File: src/rtl/video_fetch_pkg.sv
// Shared types and constants for the framebuffer fetch path.
package video_fetch_pkg;

  typedef enum logic [1:0] {
    IDLE,
    CHECK,
    REQ,
    DATA
  } fetch_state_t;

  localparam int DEFAULT_BURST_WORDS = 8;

endpackage

File: src/rtl/video_fetch_fifo.sv
// Synchronous FIFO with flush, occupancy/free counts and a registered head word.
// Storage has no reset so it maps onto block RAM; the head register reads ahead.
module video_fetch_fifo #(
  parameter int WIDTH      = 16,
  parameter int DEPTH_LOG2 = 5
) (
  input  logic                  clk,
  input  logic                  reset_n,
  input  logic                  push,
  input  logic [WIDTH-1:0]      push_data,
  input  logic                  pop,
  input  logic                  flush,
  output logic [WIDTH-1:0]      head,
  output logic [DEPTH_LOG2:0]   count,
  output logic [DEPTH_LOG2:0]   free
);

  localparam int DEPTH = 1 << DEPTH_LOG2;

  logic [WIDTH-1:0]      mem_reg [DEPTH];
  logic [WIDTH-1:0]      head_reg;
  logic [DEPTH_LOG2-1:0] wr_ptr_reg;
  logic [DEPTH_LOG2-1:0] rd_ptr_reg;
  logic [DEPTH_LOG2-1:0] rd_ptr_next;
  logic [DEPTH_LOG2:0]   count_reg;
  logic                  do_push;
  logic                  do_pop;
  logic                  full;

  assign full        = (count_reg == (DEPTH_LOG2 + 1)'(DEPTH));
  assign do_push     = push && !flush;
  assign do_pop      = pop && !flush && (count_reg != '0);
  assign rd_ptr_next = flush ? '0 : rd_ptr_reg + DEPTH_LOG2'(do_pop);

  always_ff @(posedge clk) begin
    if (do_push) mem_reg[wr_ptr_reg] <= push_data;
  end

  // Read the word that will be at the head next cycle; bypass a same-cycle write to it.
  always_ff @(posedge clk) begin
    if (do_push && (wr_ptr_reg == rd_ptr_next)) head_reg <= push_data;
    else                                        head_reg <= mem_reg[rd_ptr_next];
  end

  always_ff @(posedge clk or negedge reset_n) begin
    if (!reset_n) begin
      wr_ptr_reg <= '0;
      rd_ptr_reg <= '0;
      count_reg  <= '0;
    end else begin
      rd_ptr_reg <= rd_ptr_next;
      if (flush) begin
        wr_ptr_reg <= '0;
        count_reg  <= '0;
      end else begin
        if (do_push) wr_ptr_reg <= wr_ptr_reg + DEPTH_LOG2'(1);
        if (do_push && !do_pop)      count_reg <= count_reg + (DEPTH_LOG2 + 1)'(1);
        else if (!do_push && do_pop) count_reg <= count_reg - (DEPTH_LOG2 + 1)'(1);
      end
    end
  end

  assert property (@(posedge clk) disable iff (!reset_n) !(do_push && full));

  assign head  = head_reg;
  assign count = count_reg;
  assign free  = (DEPTH_LOG2 + 1)'(DEPTH) - count_reg;

endmodule

File: src/rtl/video_fetch.sv
// Framebuffer prefetcher: bursts line data into a FIFO ahead of the raster and
// hands out one registered pixel per active pixel strobe (16bpp or 8bpp).
module video_fetch
  import video_fetch_pkg::*;
#(
  parameter int addrBits      = 25,
  parameter int burstWords    = DEFAULT_BURST_WORDS,
  parameter int fifoDepthLog2 = 5,
  parameter int lineBits      = 12
) (
  input  logic                clk,
  input  logic                reset_n,
  input  logic                pixel_stb,
  input  logic                hblank_n,
  input  logic                vblank_n,
  input  logic                frame_stb,
  input  logic [addrBits-1:0] fb_base,
  input  logic [lineBits-1:0] line_words,
  input  logic [lineBits-1:0] stride,
  input  logic                bpp8,
  output logic                mem_req,
  output logic [addrBits-1:0] mem_addr,
  input  logic                mem_ack,
  input  logic [15:0]         mem_data,
  input  logic                mem_data_stb,
  output logic [15:0]         pixel,
  output logic                underflow
);

  localparam int BEAT_BITS = $clog2(burstWords);
  localparam logic [fifoDepthLog2:0] BURST_FREE = (fifoDepthLog2 + 1)'(burstWords);

  fetch_state_t          state_reg, state_next;
  logic                  mem_req_reg, mem_req_next;
  logic [addrBits-1:0]   mem_addr_reg, mem_addr_next;
  logic [addrBits-1:0]   row_addr_reg;
  logic [lineBits-1:0]   word_off_reg;
  logic [lineBits-1:0]   line_words_reg;
  logic [lineBits-1:0]   stride_reg;
  logic                  bpp8_reg;
  logic [BEAT_BITS-1:0]  beat_cnt_reg;
  logic                  drop_reg;
  logic [15:0]           pixel_reg;
  logic                  underflow_reg;
  logic                  byte_sel_reg;

  logic                    active;
  logic                    last_beat;
  logic                    push;
  logic                    line_end;
  logic                    pop;
  logic                    fifo_empty;
  logic [15:0]             fifo_head;
  logic [fifoDepthLog2:0]  fifo_count;
  logic [fifoDepthLog2:0]  fifo_free;

  assign active     = hblank_n & vblank_n;
  assign fifo_empty = (fifo_count == '0);
  assign last_beat  = (beat_cnt_reg == BEAT_BITS'(burstWords - 1));
  // drop_reg covers both the tail of a line's last burst and a burst orphaned by frame_stb.
  assign push       = (state_reg == DATA) && mem_data_stb && !drop_reg && !frame_stb;
  assign line_end   = push && ((word_off_reg + lineBits'(1)) == line_words_reg);
  assign pop        = pixel_stb && active && !fifo_empty && (!bpp8_reg || byte_sel_reg);

  video_fetch_fifo #(
    .WIDTH      (16),
    .DEPTH_LOG2 (fifoDepthLog2)
  ) u_fifo (
    .clk       (clk),
    .reset_n   (reset_n),
    .push      (push),
    .push_data (mem_data),
    .pop       (pop),
    .flush     (frame_stb),
    .head      (fifo_head),
    .count     (fifo_count),
    .free      (fifo_free)
  );

  always_ff @(posedge clk or negedge reset_n) begin
    if (!reset_n) begin
      state_reg    <= IDLE;
      mem_req_reg  <= 1'b0;
      mem_addr_reg <= '0;
    end else begin
      state_reg    <= state_next;
      mem_req_reg  <= mem_req_next;
      mem_addr_reg <= mem_addr_next;
    end
  end

  always_comb begin
    state_next    = state_reg;
    mem_req_next  = mem_req_reg;
    mem_addr_next = mem_addr_reg;
    case (state_reg)
      IDLE: begin
        if (frame_stb) state_next = CHECK;
      end
      CHECK: begin
        if (fifo_free >= BURST_FREE) begin
          state_next    = REQ;
          mem_req_next  = 1'b1;
          mem_addr_next = frame_stb ? fb_base : row_addr_reg + addrBits'(word_off_reg);
        end
      end
      REQ: begin
        if (frame_stb) mem_addr_next = fb_base;
        if (mem_ack) begin
          mem_req_next = 1'b0;
          state_next   = DATA;
        end
      end
      DATA: begin
        if (mem_data_stb && last_beat) state_next = CHECK;
      end
      default: state_next = IDLE;
    endcase
  end

  always_ff @(posedge clk or negedge reset_n) begin
    if (!reset_n) begin
      row_addr_reg   <= '0;
      word_off_reg   <= '0;
      line_words_reg <= '0;
      stride_reg     <= '0;
      bpp8_reg       <= 1'b0;
      beat_cnt_reg   <= '0;
      drop_reg       <= 1'b0;
    end else begin
      if (frame_stb) begin
        row_addr_reg   <= fb_base;
        word_off_reg   <= '0;
        line_words_reg <= line_words;
        stride_reg     <= stride;
        bpp8_reg       <= bpp8;
      end else if (line_end) begin
        row_addr_reg <= row_addr_reg + addrBits'(stride_reg);
        word_off_reg <= '0;
      end else if (push) begin
        word_off_reg <= word_off_reg + lineBits'(1);
      end

      if ((state_reg == REQ) && mem_ack) begin
        beat_cnt_reg <= '0;
        drop_reg     <= 1'b0;
      end else if (state_reg == DATA) begin
        if (mem_data_stb) beat_cnt_reg <= beat_cnt_reg + BEAT_BITS'(1);
        if (frame_stb || line_end) drop_reg <= 1'b1;
      end
    end
  end

  always_ff @(posedge clk or negedge reset_n) begin
    if (!reset_n) begin
      pixel_reg     <= '0;
      underflow_reg <= 1'b0;
      byte_sel_reg  <= 1'b0;
    end else begin
      if (pixel_stb) begin
        if (!active) begin
          pixel_reg <= '0;
        end else if (fifo_empty) begin
          pixel_reg     <= '0;
          underflow_reg <= 1'b1;
        end else if (bpp8_reg && !byte_sel_reg) begin
          pixel_reg    <= {8'h00, fifo_head[7:0]};
          byte_sel_reg <= 1'b1;
        end else if (bpp8_reg) begin
          pixel_reg    <= {8'h00, fifo_head[15:8]};
          byte_sel_reg <= 1'b0;
        end else begin
          pixel_reg <= fifo_head;
        end
      end
      if (frame_stb) begin
        underflow_reg <= 1'b0;
        byte_sel_reg  <= 1'b0;
      end
    end
  end

  assign mem_req   = mem_req_reg;
  assign mem_addr  = mem_addr_reg;
  assign pixel     = pixel_reg;
  assign underflow = underflow_reg;

endmodule

File: config.mk
export PLATFORM = sky130hd
export DESIGN_NAME = video_fetch
export DESIGN_NICKNAME = d
export VERILOG_FILES = /design/src/rtl/video_fetch_pkg.sv /design/src/rtl/video_fetch_fifo.sv /design/src/rtl/video_fetch.sv
export SDC_FILE = /design/constraint.sdc
export NUM_CORES = 1
export LEC_CHECK = 0
export CORE_ASPECT_RATIO = 1.4
export CORE_UTILIZATION = 60
export CTS_CLUSTER_DIAMETER = 30
export CTS_CLUSTER_SIZE = 16
export DETAILED_ROUTE_END_ITERATION = 6
export GPL_ROUTABILITY_DRIVEN = 0
export PLACE_DENSITY_LB_ADDON = 0.05
export SKIP_CTS_REPAIR_TIMING = 1
export SYNTH_ARGS = -nofsm -noshare
export SYNTH_HDL_FRONTEND = slang
export SYNTH_SLANG_ARGS = --single-unit
File: constraint.sdc
create_clock -name clk -period 8.8 [get_ports clk]
set_clock_uncertainty 0.1 [all_clocks]
set_input_delay 2.2 -clock clk [delete_from_list [all_inputs] [get_ports clk]]
set_output_delay 2.2 -clock clk [all_outputs]
set_load 0.03 [all_outputs]
==> run_results.csv, run 1 <==
group,metric,value,unit
yosys,ys_seq_area_frac,0.679,
placement,dp_hpwl,42.5,mm
yosys,netlist.area_leader.share,0.559,
routing,wl_per_cell,27.3,µm
yosys,synth_flop_cell,"edfxtp_1",
clocking,clk_pin_slew,0.05,ns
yosys,yosysWarningCount,0,
setup_path,crit_fanout,25,
flow_run,cap_violations,0,
die,io_pins,117,
power,switching_share,0.272,
final_layout,fillers,2835,
power,p_switching,2.32,mW
global_routing,antenna_found_initial,1,
die,die_y,255,µm
setup_path,crit_path_end_kind,"register",
sta,relSlewSlack,0.247,
yosys,synth_edf_count,512,
sta,setup_viol,0,
routing,routed_wl,67.6,mm
routing,ant_nets,0,
yosys,ys_ff_latch,645,
power,p_leak,11.1,nW
die,die-area,46700,µm²
routing,via_per_inst,6.34,
global_routing,grtUsageTotal,0.300,
clocking,cts_tree,"yes",
yosys,synth_most_common_cell,"edfxtp_1",
routing,drt_iter0_markers,1403,
setup_path,crit_type,"in -> reg",
power,p_int,6.21,mW
sta,worst_pin_slew,1.12,ns
routing,drt_first_pass_iters,5,
global_routing,grt-ovfl-total,0,
sta,hold_viol_final,0,
yosys,netlist_top_cells_area,"edfxtp_1, mux4_2, dfrtp_1, ha_1, nor2_1",
final_layout,drive_above_1_share,0.241,
setup_path,start_kind,"primary input",
worst_hold_path,min_path_type,"reg -> reg",
final_layout,final_nets,1903,
setup_path,crit_required,9.22,ns
global_routing,grt_util_met3,0.0502,
setup_path,arrival,5.57,ns
power,p_seq_frac,0.414,
die,placementRows,92,
sta,slew_violations,0,
yosys,netlist_instances,1622,
sta,fin_crit_sh,0.585,
routing,drc,0,
power,pwr-share-comb,0.129,
yosys,yosys-top-cells-count,"edfxtp_1, mux4_2, dfrtp_1, nor2_1, nand2_1",
global_routing,grt_busiest_layer,"met2",
global_routing,grt_max_degree,70,
clocking,clk_latency,0.65,ns
global_routing,grt_use_met1,0.354,
power,clock_power_share,0.457,
power,power_density,260,nW/µm²
global_routing,grt_first_pass_wirelength,101,mm
clocking,clock_sinks,645,
final_layout,seqCellArea,18700,µm²
sta,fin_crit,5.15,ns
clocking,cts_root_buffer,"clkbuf_16",
yosys,yosys.area.top_type,"edfxtp_1",
clocking,cts_buffers,100,
clocking,htreeDepth,3,
final_layout,syn2layout_area_growth,18.9,%
status,status,"finished clean",
routing,vias,15718,
final_layout,multi_input_area,8470,µm²
placement,io_buffers,116,
yosys,synthArstFlopShare,0.198,
global_routing,gr-usage-met2,0.527,
die,die_width,183,µm
final_layout,largest_register_ffs,512,
yosys,syn_area_per_cell,17.0,µm²
yosys,synth_area,27500,µm²
global_routing,grt_pass1_vias,16461,
power,irDropWorstVdd,0.000186,V
power,p_total,8.53,mW
yosys,synth_nets,1740,
sta,final.setup.worst_slack,3.65,ns
sta,setup_tns,0,ns
sta,fmax,194,MHz
sta,rsz0062_at_grt,"no",
yosys,synth_cell_types,77,
final_layout,diodes,0,
die,core_area,45100,µm²
clocking,clock_path_buffers,3,
die,initial_utilization,0.610,
placement,pre_cts_ws,3.04,ns
[per-stage QoR]
stage                     cell area [µm²]  hold WS [ns]  std cells  utilization
after CTS                           32700         0.402       2481        0.726
after global routing                32700         0.434       2481        0.726
after detailed placement            29400         0.389       2294        0.651
after floorplan                     27500         0.361       1622            -
after global placement              29400         0.372       2294        0.651
final                               32700         0.399       2481        0.726
[kinds of logic (layout without fill, tap and decap cells)]
logic type,Yosys count,after routing,share of synthesized area
AOI/OAI and AO/OA,234,234,0.0576
xor gates and xnor gates,53,53,0.0169
adders and majority gates,44,44,0.0208
buffers and inverters,107,355,0.0169
DFF,645,645,0.679
muxes,219,219,0.154
and+or+nand+nor,320,320,0.0556
[routing by layer]
| metal | vias up | share of wire |
|---|---|---|
| met1 | 8075 | 0.35 |
| met2 | 690 | 0.54 |
| met5 | - | 0 |
| met4 | 0 | 0.047 |
| met3 | 147 | 0.065 |
| li1 | 6806 | - |
[final timing paths]
path,from,to,slack (ns),depth (start not counted)
hold / removal,pixel[14],pixel[14],0.40,1
min in group asynchronous,reset_n,line_words_reg[6],1.45,1
hold reg to reg,pixel[14],pixel[14],0.40,1
setup reg to reg,word_off_reg[1],row_addr_reg[13],4.88,8
max in group asynchronous,reset_n,mem_addr[20],5.77,2
setup / recovery,mem_data_stb,row_addr_reg[13],3.65,9
[power by group through the flow]
| stage | Sequential (mW) | Clock (mW) | Combinational [mW] |
|---|---|---|---|
| after global placement | 3.59 | 0 | 1.07 |
| after detailed placement | 3.59 | 0 | 1.10 |
| after global routing | 3.55 | 4.06 | 1.19 |
| after CTS | 3.53 | 3.93 | 1.10 |
| after floorplan | 3.69 | 0 | 0.553 |
| final | 3.53 | 3.89 | 1.10 |
[cell type report]
| class | count | area share |
|---|---|---|
| clock buffers | 108 | 0.0780 |
| inverters | 24 | 0.00275 |
| flip-flops and latches | 645 | 0.571 |
| repair buffers | 144 | 0.0412 |
| multi-input cells | 870 | 0.259 |
| clock inverters | 79 | 0.0250 |
| well taps | 611 | 0.0234 |
[placed cells by master, fill, tap and decap left out, types with 8 or more instances in the layout]
cell type	instances
nor2_1	78
a21oi_1	61
nand2b_1	9
mux2_2	26
inv_1	24
and3_1	11
a22oi_1	10
mux4_2	160
clkinv_4	16
and2_1	9
buf_4	29
nand3_1	23
nor2_2	31
dfrtp_1	128
xnor2_1	28
a211oi_1	16
o22ai_1	8
edfxtp_1	512
clkbuf_16	101
nor2b_1	8
o21ai_0	48
nor3_1	25
clkinvlp_4	12
xor2_1	25
o2bb2ai_1	10
a21o_1	12
clkdlybuf4s50_1	110
ha_1	41
inv_6	19
mux2i_1	33
nand2_1	84
[critical path, stage by stage]
cell	delay (ns)
clkdlybuf4s50_1	0.54
nand3b_1	0.10
buf_4	0.23
nor2_1	0.57
o2111ai_1	0.29
a2111oi_4	0.30
o2111a_2	0.63
mux2_2	0.40
a221o_1	0.29
No activity file was read; power rests on OpenSTA's default activity.
==> inputs of run 2 (changes only) <==
clock period = 5.15 ns   (was 8.8 ns; I/O delays follow)
==> run 2 against run 1 <==
Effect of this change:
- die area stayed put
- sequential cell count stayed put
- critical endpoint is now row_addr_reg[22]
- global-route usage is 0.92 points lower
==> run_results.csv, run 2 (same netlist as run 1, synthesis figures left out) <==
group,metric,value,unit
sta,relSlewSlack,0.153,
sta,rsz0062_at_grt,"no",
final_layout,fillers,2782,
final_layout,final_cell_area,33200,µm²
clocking,clk_pin_slew,0.05,ns
setup_path,crit_required,5.55,ns
routing,vias,15846,
die,io_pins,117,
final_layout,drive_above_1_share,0.247,
global_routing,grt_pass1_vias,16558,
die,die-area,46700,µm²
sta,holdWs,0.405,ns
global_routing,grt-ovfl-total,0,
global_routing,grt_first_pass_wirelength,99.9,mm
setup_path,crit_path_end_kind,"register",
clocking,clk_latency,0.65,ns
routing,ant_nets,0,
routing,drc,0,
final_layout,final_nets,1938,
routing,wl_per_cell,26.0,µm
clocking,cts_tree,"yes",
setup_path,critPathCapture,"row_addr_reg[22]",
final_layout,diodes,0,
final_layout,layout_commonest_cell,"edfxtp_1",
sta,fmax,248,MHz
power,p_total,14.8,mW
setup_path,crit_start,"word_off_reg[1]",
power,power_density,446,nW/µm²
routing,drt_first_pass_iters,5,
sta,hold_viol_final,0,
clocking,clock_sinks,645,
sta,final.setup.worst_slack,1.12,ns
setup_path,r2r_end,"row_addr_reg[22]",
final_layout,syn2layout_area_growth,20.5,%
power,irDropWorstVdd,0.000367,V
sta,worst_pin_slew,1.27,ns
setup_path,arrival,4.43,ns
routing,drt_iter0_markers,1547,
power,p_leak,11.3,nW
setup_path,start_kind,"register",
placement,dp_cells,2324,
worst_hold_path,hold_path_depth,1,
die,initial_utilization,0.610,
clocking,cts_buffers,105,
die,core_area,45100,µm²
setup_path,reg2reg_from,"word_off_reg[1]",
sta,setup_viol,0,
die,die_width,183,µm
routing,routed_wl,65.4,mm
global_routing,grtUsageTotal,0.290,
sta,fin_crit_sh,0.782,
placement,placed_area,29600,µm²
clocking,cts_root_buffer,"clkbuf_16",
status,status,"finished clean",
sta,setup_tns,0,ns
final_layout,final_core_util,0.735,
final_layout,seqCellArea,18700,µm²
setup_path,reg2reg_depth,8,
placement,pre_cts_ws,0.595,ns
final_layout,most-common-layout-cells,"edfxtp_1, mux4_2, dfrtp_1",
global_routing,grt_max_degree,99,
die,placementRows,92,
clocking,clock_path_buffers,3,
routing,via_per_inst,6.29,
sta,slew_violations,0,
flow_run,cap_violations,0,
placement,dp_hpwl,41.7,mm
final_layout,largest_register_ffs,512,
global_routing,antenna_found_initial,1,
placement,io_buffers,116,
die,die_y,255,µm
clocking,htreeDepth,3,
setup_path,crit_fanout,22,
final_layout,multi_input_area,8470,µm²
setup_path,crit_type,"reg -> reg",
sta,fin_crit,4.03,ns
worst_hold_path,min_path_type,"reg -> reg",
final_layout,stdcell_count,2520,
setup_path,r2r_slack,1.12,ns
run 2: changes by cell type in the layout (fill, tap and decap cells not counted), moves of 4 or more:
cell,previous run,this run
inv_6,19,8
buf_4,29,56
clkbuf_1,7,18
clkinv_2,7,12
buf_2,4,0
clkbuf_8,0,5
clkdlybuf4s50_1,110,114
clkbuf_16,101,106
inv_8,7,1
clkinv_4,16,9
run 2: final cells by class:
class	instances	area share
Sequential cell	645	0.563
Multi-Input combinational cell	870	0.255
Clock buffer	129	0.0841
Timing Repair Buffer	174	0.0492
Tap cell	611	0.0230
Clock inverter	67	0.0221
Inverter	24	0.00272
run 2: worst min path at each step:
stage	start	endpoint	slack, ns
finish	pixel[12]	pixel[12]	0.40
global placement	pixel[11]	pixel[11]	0.38
floorplan	drop_reg	drop_reg	0.36
CTS	pixel[12]	pixel[12]	0.40
detailed placement	pixel[12]	pixel[12]	0.38
global route	pixel[12]	pixel[12]	0.43
run 2: report_power, final:
| part | internal, mW | switching (mW) |
|---|---|---|
| Clock | 4.34 | 2.53 |
| Sequential | 5.85 | 0.183 |
| Combinational | 0.767 | 1.10 |
run 2: layer usage:
layer	share of wire	track usage	wire (µm)	up-vias
met5	0.00026	0	17	-
met4	0.035	0.126	2290	2
met3	0.054	0.0426	3560	144
met2	0.53	0.499	34400	601
met1	0.38	0.368	25200	8200
li1	-	-	-	6899
run 2: worst max-delay path, stage by stage, from the launching register on:
cell       delay [ns]
dfrtp_1          0.48
ha_1             0.32
nand3_1          0.37
o21a_1           0.32
or3_4            0.38
a2111oi_4        0.40
o2111ai_2        0.66
o311ai_0         0.64
o311ai_1         0.18
